==> src/rtl/bit_pkg.sv <==
// Shared definitions for the bit deserialiser.
//   state_t   : framing FSM states (S_IDLE / S_DATA / S_PAR)
//   DEF_WIDTH : default data bits per word
//   DEF_DEPTH : default output FIFO depth (power of 2, >= 2)
package bit_pkg;

  localparam int unsigned DEF_WIDTH = 8;
  localparam int unsigned DEF_DEPTH = 4;

  typedef enum logic [1:0] {
    S_IDLE = 2'd0,   // no bits held
    S_DATA = 2'd1,   // 1..WIDTH-1 bits held
    S_PAR  = 2'd2    // full data word held, waiting for parity bit
  } state_t;

endpackage

==> src/rtl/sync_fifo.sv <==
// Synchronous FIFO for deserialised words.
//   clk, rst : clock, synchronous active-high reset
//   push/din : write request and data (ignored when full unless popping)
//   pop      : read request (ignored when empty)
//   dout     : head entry, driven straight from the storage registers
//   full, empty, count : occupancy status
// Pointers carry one extra wrap bit so full and empty are distinguishable;
// the low bits index storage, so they wrap modulo DEPTH.
module sync_fifo
  import bit_pkg::*;
#(
  parameter int unsigned WIDTH = DEF_WIDTH,
  parameter int unsigned DEPTH = DEF_DEPTH
) (
  input  logic                     clk,
  input  logic                     rst,
  input  logic                     push,
  input  logic [WIDTH-1:0]         din,
  input  logic                     pop,
  output logic [WIDTH-1:0]         dout,
  output logic                     full,
  output logic                     empty,
  output logic [$clog2(DEPTH):0]   count
);

  localparam int unsigned AW = $clog2(DEPTH);

  logic [WIDTH-1:0] mem [DEPTH];
  logic [AW:0]      wptr;
  logic [AW:0]      rptr;
  logic             do_push;
  logic             do_pop;

  assign count   = wptr - rptr;
  assign full    = (count == (AW+1)'(DEPTH));
  assign empty   = (wptr == rptr);
  assign do_pop  = pop && !empty;
  // A push into a full FIFO is only legal when the head leaves in the same
  // cycle; the write then lands in the slot being vacated.
  assign do_push = push && (!full || do_pop);
  assign dout    = mem[rptr[AW-1:0]];

  always_ff @(posedge clk) begin
    if (rst) begin
      wptr <= '0;
      rptr <= '0;
      for (int unsigned i = 0; i < DEPTH; i++) begin
        mem[i] <= '0;
      end
    end else begin
      if (do_push) begin
        mem[wptr[AW-1:0]] <= din;
        wptr              <= wptr + (AW+1)'(1);
      end
      if (do_pop) begin
        rptr <= rptr + (AW+1)'(1);
      end
    end
  end

endmodule

==> src/rtl/bit_deser.sv <==
// Serial-to-parallel word deserialiser with output FIFO.
// Bits arrive LSB first on bit_in when bit_vld=1; each completed word is
// pushed into a DEPTH-entry FIFO presented on word_out/word_vld and popped
// on word_vld && word_rdy.
//   clk, rst   : clock, synchronous active-high reset (highest priority)
//   bit_in     : serial data bit
//   bit_vld    : bit_in valid this cycle
//   sync       : drop partial word and restart alignment (same-cycle bit
//                becomes bit 0 of the new word)
//   word_out   : FIFO head word
//   word_vld   : FIFO not empty
//   word_rdy   : consumer accepts head word
//   count      : FIFO occupancy
//   ovf        : sticky, set when a completed word is dropped on a full FIFO
//   par_err    : one-cycle pulse after a failing even-parity bit
// Build option: define BIT_DESER_PARITY_EN to expect an even-parity bit after
// each data word; otherwise par_err is constant 0.
module bit_deser
  import bit_pkg::*;
#(
  parameter int unsigned WIDTH = DEF_WIDTH,
  parameter int unsigned DEPTH = DEF_DEPTH
) (
  input  logic                     clk,
  input  logic                     rst,
  input  logic                     bit_in,
  input  logic                     bit_vld,
  input  logic                     sync,
  output logic [WIDTH-1:0]         word_out,
  output logic                     word_vld,
  input  logic                     word_rdy,
  output logic [$clog2(DEPTH):0]   count,
  output logic                     ovf,
  output logic                     par_err
);

  localparam int unsigned CW = $clog2(WIDTH);

  state_t           state;
  state_t           state_nx;
  logic [WIDTH-1:0] sh;
  logic [WIDTH-1:0] sh_nx;
  logic [CW-1:0]    cnt;
  logic [CW-1:0]    cnt_nx;
  logic [WIDTH-1:0] merged;
  logic             last;
  logic             push;
  logic [WIDTH-1:0] push_data;
  logic             pop;
  logic             full;
  logic             empty;

  // Held bits with the current bit dropped into its LSB-first position.
  always_comb begin
    merged      = sh;
    merged[cnt] = bit_in;
  end

  assign last = (cnt == CW'(WIDTH - 1));

`ifdef BIT_DESER_PARITY_EN
  logic perr_nx;
`endif

  always_comb begin
    state_nx  = state;
    sh_nx     = sh;
    cnt_nx    = cnt;
    push      = 1'b0;
    push_data = merged;
`ifdef BIT_DESER_PARITY_EN
    perr_nx   = 1'b0;
`endif
    if (sync) begin
      // Restart overrides any word completion in the same cycle.
      state_nx = S_IDLE;
      sh_nx    = '0;
      cnt_nx   = '0;
      if (bit_vld) begin
        state_nx = S_DATA;
        sh_nx    = {{(WIDTH-1){1'b0}}, bit_in};
        cnt_nx   = CW'(1);
      end
    end else if (bit_vld) begin
      case (state)
        S_IDLE: begin
          state_nx = S_DATA;
          sh_nx    = {{(WIDTH-1){1'b0}}, bit_in};
          cnt_nx   = CW'(1);
        end
        S_DATA: begin
          if (last) begin
`ifdef BIT_DESER_PARITY_EN
            state_nx = S_PAR;
            sh_nx    = merged;
            cnt_nx   = '0;
`else
            push     = 1'b1;
            state_nx = S_IDLE;
            sh_nx    = '0;
            cnt_nx   = '0;
`endif
          end else begin
            sh_nx  = merged;
            cnt_nx = cnt + CW'(1);
          end
        end
`ifdef BIT_DESER_PARITY_EN
        S_PAR: begin
          // Word is pushed whatever the parity outcome.
          push      = 1'b1;
          push_data = sh;
          perr_nx   = (^sh) ^ bit_in;
          state_nx  = S_IDLE;
          sh_nx     = '0;
          cnt_nx    = '0;
        end
`endif
        default: begin
          state_nx = S_IDLE;
          sh_nx    = '0;
          cnt_nx   = '0;
        end
      endcase
    end
  end

  always_ff @(posedge clk) begin
    if (rst) begin
      state <= S_IDLE;
      sh    <= '0;
      cnt   <= '0;
    end else begin
      state <= state_nx;
      sh    <= sh_nx;
      cnt   <= cnt_nx;
    end
  end

`ifdef BIT_DESER_PARITY_EN
  always_ff @(posedge clk) begin
    if (rst) begin
      par_err <= 1'b0;
    end else begin
      par_err <= perr_nx;
    end
  end
`else
  assign par_err = 1'b0;
`endif

  assign pop      = word_vld && word_rdy;
  assign word_vld = !empty;

  always_ff @(posedge clk) begin
    if (rst) begin
      ovf <= 1'b0;
    end else if (push && full && !pop) begin
      ovf <= 1'b1;
    end
  end

  sync_fifo #(
    .WIDTH (WIDTH),
    .DEPTH (DEPTH)
  ) u_fifo (
    .clk   (clk),
    .rst   (rst),
    .push  (push),
    .din   (push_data),
    .pop   (pop),
    .dout  (word_out),
    .full  (full),
    .empty (empty),
    .count (count)
  );

endmodule

==> config.mk <==
export PLATFORM = sky130hd
export DESIGN_NAME = bit_deser
export DESIGN_NICKNAME = d
export VERILOG_FILES = /design/src/rtl/bit_pkg.sv /design/src/rtl/sync_fifo.sv /design/src/rtl/bit_deser.sv
export SDC_FILE = /design/constraint.sdc
export NUM_CORES = 1
export LEC_CHECK = 0
export ABC_AREA = 0
export CAP_MARGIN = 10
export CORE_ASPECT_RATIO = 0.75
export CORE_MARGIN = 2
export CORE_UTILIZATION = 30
export DETAILED_ROUTE_END_ITERATION = 16
export GPL_TIMING_DRIVEN = 0
export PLACE_DENSITY = 0.59
export SYNTH_ARGS = -nofsm -noshare
export SYNTH_HDL_FRONTEND = slang
export SYNTH_SLANG_ARGS = --single-unit
export TNS_END_PERCENT = 100
==> constraint.sdc <==
create_clock -name clk -period 3.3 [get_ports clk]
set_input_delay 0.66 -clock clk [delete_from_list [all_inputs] [get_ports clk]]
set_output_delay 0.66 -clock clk [all_outputs]
set_load 0.05 [all_outputs]
Word-level counts from Yosys, hierarchy flattened
Memories as Yosys holds them, arrays and structs flattened. A register that Yosys moved wholly into a read port is not among the register bits. Index checks and enable logic that the tools add are counted. Widths: inputs -> output; s select.

$add $sub $neg: 4. Magnitude comparators: 2. Equal/unequal tests: 5. Mux-type cells: 32. Reduce and logical (&&, ||, !) cells: 14.

Operators with widths (count): $mux 8 (4); $pmux 8 s2 (1); $mux 1 (14); $mux 2 (6); $add 3x1->3 const B (3); $mux 3 (3); $bwmux 8 (1); $reduce_or 8->1 (1); $eq 3x3->1 const B (2); $logic_and 1x1->1 (6); $pmux 3 s2 (1); $lt 3x4->1 const B (1); $pmux 2 s2 (1); $demux 1 s3 (1); $eq 3x3->1 (1); $ge 3x1->1 const B (1); $logic_not 1->1 (3); $ne 3x3->1 const B (1); $sub 3x3->3 (1); $eq 2x1->1 const B (1); $logic_not 2->1 (1); $reduce_and 2->1 (1); $reduce_bool 2->1 (1); $logic_or 1x1->1 (1).

Bits in registers: 20. Memory bits (writable): 32. Bits of input ports: 6. Output and inout bits: 14. Logic and storage cells: 64. Memories: 1.

Memories: u_fifo.mem (words 4, bits a word 8, read ports 1, clocked after Yosys merged registers in 1, write ports 4, line sync_fifo.sv:28) `logic [WIDTH-1:0] mem [DEPTH];`.

Depth between registers and ports, before layout
Depth in word-level cells: 11. Gate-level depth with buffers: 8.

Modules after synthesis
Synthesis repeated with hierarchy kept, for this count alone.

Cell total of the unflattened synthesis: 208. Area total of the unflattened synthesis: 2763.9 µm².

Modules (own cells, without submodules): sync_fifo (times used 1, cells each 127, area each 1934.4 µm², seq. area each 1121.1 µm²); bit_deser (times used 1, cells each 81, area each 829.5 µm², seq. area each 260.2 µm²).

Worst setup path before layout
No wires, ideal clock.

Path kind: register -> register. From: reg u_fifo.wptr[0]. To: mem u_fifo.mem[1][0] (netlist bit), enable pin. Setup time: 0.261 ns. Arrival: 2.225 ns. Path slack: 0.813 ns. Cell stages (with the launch flop): 9. Clock period less this slack: 2.487 ns. Path through: dfxtp_1 -> inv_1 -> ha_1 -> fa_1 -> xor3_2 -> nand4_4 -> and2_1 -> buf_6 -> a31o_2.

RTL lines: start, declared (line sync_fifo.sv:29) `logic [AW:0] wptr;`; start signal, assigned (line sync_fifo.sv:53) `wptr <= wptr + (AW+1)'(1);`; end, declared (line sync_fifo.sv:28).

==> results_dict.tcl <==
set metrics [dict create \
    layout.core_utilization_pct 36.4 \
    tritoncts_num_sinks 53 \
    depth_of_the_cts_h_tree 2 \
    chipHeight_um 83.6 \
    grt_antenna_before_repair 0 \
    dieArea_um2 9200 \
    synth-adder-area-share_pct 3.75 \
    grt_first_pass_wirelength_um 8860 \
    grt_pass1_vias 1675 \
    critPathRequiredTime_ns 2.64 \
    routed.top_layer "met4" \
    netSwitchingPower_uw 290 \
    number_of_diodes_added_for_antenna_fixing 0 \
    route.vias.total 1670 \
    clock_skew_ns 0.0122 \
    buffers_inserted_by_post_cts_timing_repair 0 \
    kind_of_launch_point_of_the_worst_setup_path "flop" \
    clock.fmax_ghz 0.335 \
    layout_min_cycle_time_ns 2.98 \
    syn_inst 218 \
    r2r_start "u_fifo.wptr[0]" \
    fp-row-count 28 \
    seq_power_share_pct 60.8 \
    clockBufferDepth 2 \
    finalWeightedCongestion 0.764 \
    largest_fanout_of_any_net_on_the_critical_path 8 \
    area.growth.synth_to_final_pct 15.3 \
    final_common_cell "sky130_fd_sc_hd__nor2_1" \
    unrepaired_setup_endpoints_after_global_routing "no" \
    hp-start "sh[4]" \
    mean_number_of_vias_per_cell 4.83 \
    yosysWarningCount 0 \
    cts_root_buffer "sky130_fd_sc_hd__clkbuf_8" \
    setup.worst_path.class "flop to output pin" \
    initial_utilization_pct 31.6 \
    route.met3.wl_um 334 \
    synth-seq-cells 53 \
    clkLatencyLatePin_ns 0.32 \
    ys_dominant_reg_cell "sky130_fd_sc_hd__edfxtp_1" \
    met2RoutedLength_um 2270 \
    wirelength_um 5280 \
    synth.area.top_cells "sky130_fd_sc_hd__edfxtp_1 (38%), sky130_fd_sc_hd__dfxtp_1 (17%), sky130_fd_sc_hd__mux4_2 (7.1%), sky130_fd_sc_hd__nor2_1 (6.4%), sky130_fd_sc_hd__mux2i_1 (4.3%)" \
    internal-power_uw 897 \
    power.density_nw_per_um2 406 \
    final_slew_viol_count 0 \
    vdd.ir_drop.worst_mv 0.181 \
    drt_iter0_drc 68 \
    synth_top_cell_by_area "sky130_fd_sc_hd__edfxtp_1" \
    hold_bufs_at_cts 0 \
    final.setup.tns_ns 0 \
    timing_worst_slew_pin_value_ns 0.600 \
    hold_class "flop to flop" \
    numCtsBuffers 5 \
    slew_headroom_pct 58.9 \
    mapped_cell_area_um2 2530 \
    endpoint_kind "output pin" \
    pin_count_of_the_biggest_net_entering_global_routing 19 \
    swShare_pct 24.4 \
    synth_compound_gate_area_share_pct 7.21 \
    detail-route-antenna-nets 0 \
    regToRegSetupSlack_ns 0.50 \
    grt_use_total_pct 12.7 \
    max_cap_viol_count 0 \
    cts.reportedPaths.clkPinSlew_ns 0.10 \
    period_share_pct 90.3 \
    synth_edf_count 32 \
    numPortBuffers 16 \
    layout_cell_share_with_drive_strength_beyond_1_pct 12.0 \
    synth_xor_xnor_area_share_pct 2.03 \
    post_cts.resized_instances 0 \
    final_hold_viol_count 0 \
    critical_path_arrival_ns 2.32 \
    result_of_the_run "complete, no violations" \
    synth.top_cell.area_share_pct 37.9 \
    synthMuxAreaShare_pct 12.1 \
    finalSetupViolations 0 \
    grt_remaining_overflow 0 \
    synth_top_family_by_area "simple AND/OR/NAND/NOR gates" \
    post_synth.cell_area_avg_um2 11.6 \
    dpl_cell_area_um2 2820 \
    design.final.nets 253 \
    comb_power_share_pct 6.4 \
    ys_types 41 \
    place.detailed.hpwl_um 3680 \
    floorplan.core_area_um2 8020 \
    synth_sequential_area_ratio_pct 54.5 \
    synth-async-reset-ratio_pct 0 \
    routedWlPerCell_um 15.3 \
    leakagePower_uw 0.00104 \
    top_level_ports 20 \
    cts_tree "yes" \
    chipWidth_um 110 \
    power.clock.fraction_pct 32.8 \
    route.layer.met1.wl_um 2600 \
    synth-simple-area-share_pct 16.7 \
    commonest_cells_after_routing_fill_and_taps_aside "sky130_fd_sc_hd__nor2_1 (43), sky130_fd_sc_hd__edfxtp_1 (32), sky130_fd_sc_hd__dfxtp_1 (21)" \
    remaining_drc_errors 0 \
    fin_area_um2 2920 \
    dr.pass1.iters 4 \
    mappedNetlistNets 231 \
]
[flip-flops by register name, indices dropped and copies added (netlist names), named ones only]
| name | count |
|---|---|
| cnt | 3 |
| ovf | 1 |
| sh | 8 |
| state | 1 |
| u_fifo.mem | 32 |
| u_fifo.rptr | 3 |
| u_fifo.wptr | 3 |
[power by group through the flow]
stage	registers [uW]	logic [uW]	clock network (uW)
floorplan	734	52.1	0
global placement	736	76.1	0
detailed placement	737	77.1	0
CTS	722	77.3	401
global route	724	83.1	422
finish	722	76.2	389
[logic make-up (layout without fill, tap and decap cells)]
logic type               Yosys count  in the layout
AO/OA/AOI/OAI                     26             26
AND/OR/NAND/NOR                   87             87
adder cells (fa/ha/maj)            7              7
flip-flops                        53             53
other                              1              1
multiplexers                      20             20
XOR/XNOR                           4              4
buffers and inverters             20             43
[path summary, 6_finish.rpt]
kind	end	cells after the start
max	word_out[4]	2
min	sh[4]	2
max reg2reg	u_fifo.mem[1][1]	7
min reg2reg	sh[4]	2
[cells in the mapped netlist (2+ instances only)]
master and number:
sky130_fd_sc_hd__a21o_2 2, sky130_fd_sc_hd__nand3_1 5, sky130_fd_sc_hd__nand2_1 13, sky130_fd_sc_hd__o21ai_0 2, sky130_fd_sc_hd__xnor2_1 3, sky130_fd_sc_hd__nor2_1 43, sky130_fd_sc_hd__dfxtp_1 21, sky130_fd_sc_hd__a21oi_1 8
sky130_fd_sc_hd__a31o_2 3, sky130_fd_sc_hd__mux2i_1 11, sky130_fd_sc_hd__nand2b_1 7, sky130_fd_sc_hd__nor2b_1 3, sky130_fd_sc_hd__mux4_2 8, sky130_fd_sc_hd__nand3b_1 3, sky130_fd_sc_hd__edfxtp_1 32, sky130_fd_sc_hd__nor3b_1 3
sky130_fd_sc_hd__ha_1 6, sky130_fd_sc_hd__a31oi_1 5, sky130_fd_sc_hd__buf_4 2, sky130_fd_sc_hd__inv_1 8, sky130_fd_sc_hd__buf_1 2, sky130_fd_sc_hd__clkbuf_1 7, sky130_fd_sc_hd__nor3_1 3
[critical path, cell delays in order, from the launching register on]
cell and delay (ns):
sky130_fd_sc_hd__dfxtp_1 0.70, sky130_fd_sc_hd__mux4_2 0.59, sky130_fd_sc_hd__clkdlybuf4s50_1 0.72
[layer usage]
metal / vias up / GRT usage, %
met4: 0 / 3.75
met2: 42 / 17.9
met5: - / 0
li1: 825 / -
met3: 8 / 2.81
met1: 795 / 19.2
[final cells by class]
| class | instances | area, um^2 |
|---|---|---|
| well taps | 105 | 131 |
| plain buffers | 11 | 56.3 |
| clock inverters | 3 | 25.0 |
| inverters | 8 | 30.0 |
| flip-flops and latches | 53 | 1380 |
| multi-input cells | 145 | 1060 |
| repair buffers | 16 | 165 |
| clock buffers | 5 | 68.8 |
| fillers | 818 | 5100 |
[metrics by stage]
step	setup WS, ns	instances	hold slack (ns)	total power (uW)
after floorplan	0.813	218	0.436	786
after global placement	0.402	339	0.441	812
after detailed placement	0.411	339	0.446	814
after CTS	0.0334	347	0.461	1200
after global routing	0.191	346	0.471	1230
final	0.319	346	0.459	1190
Power figures use the tool's default switching activity.
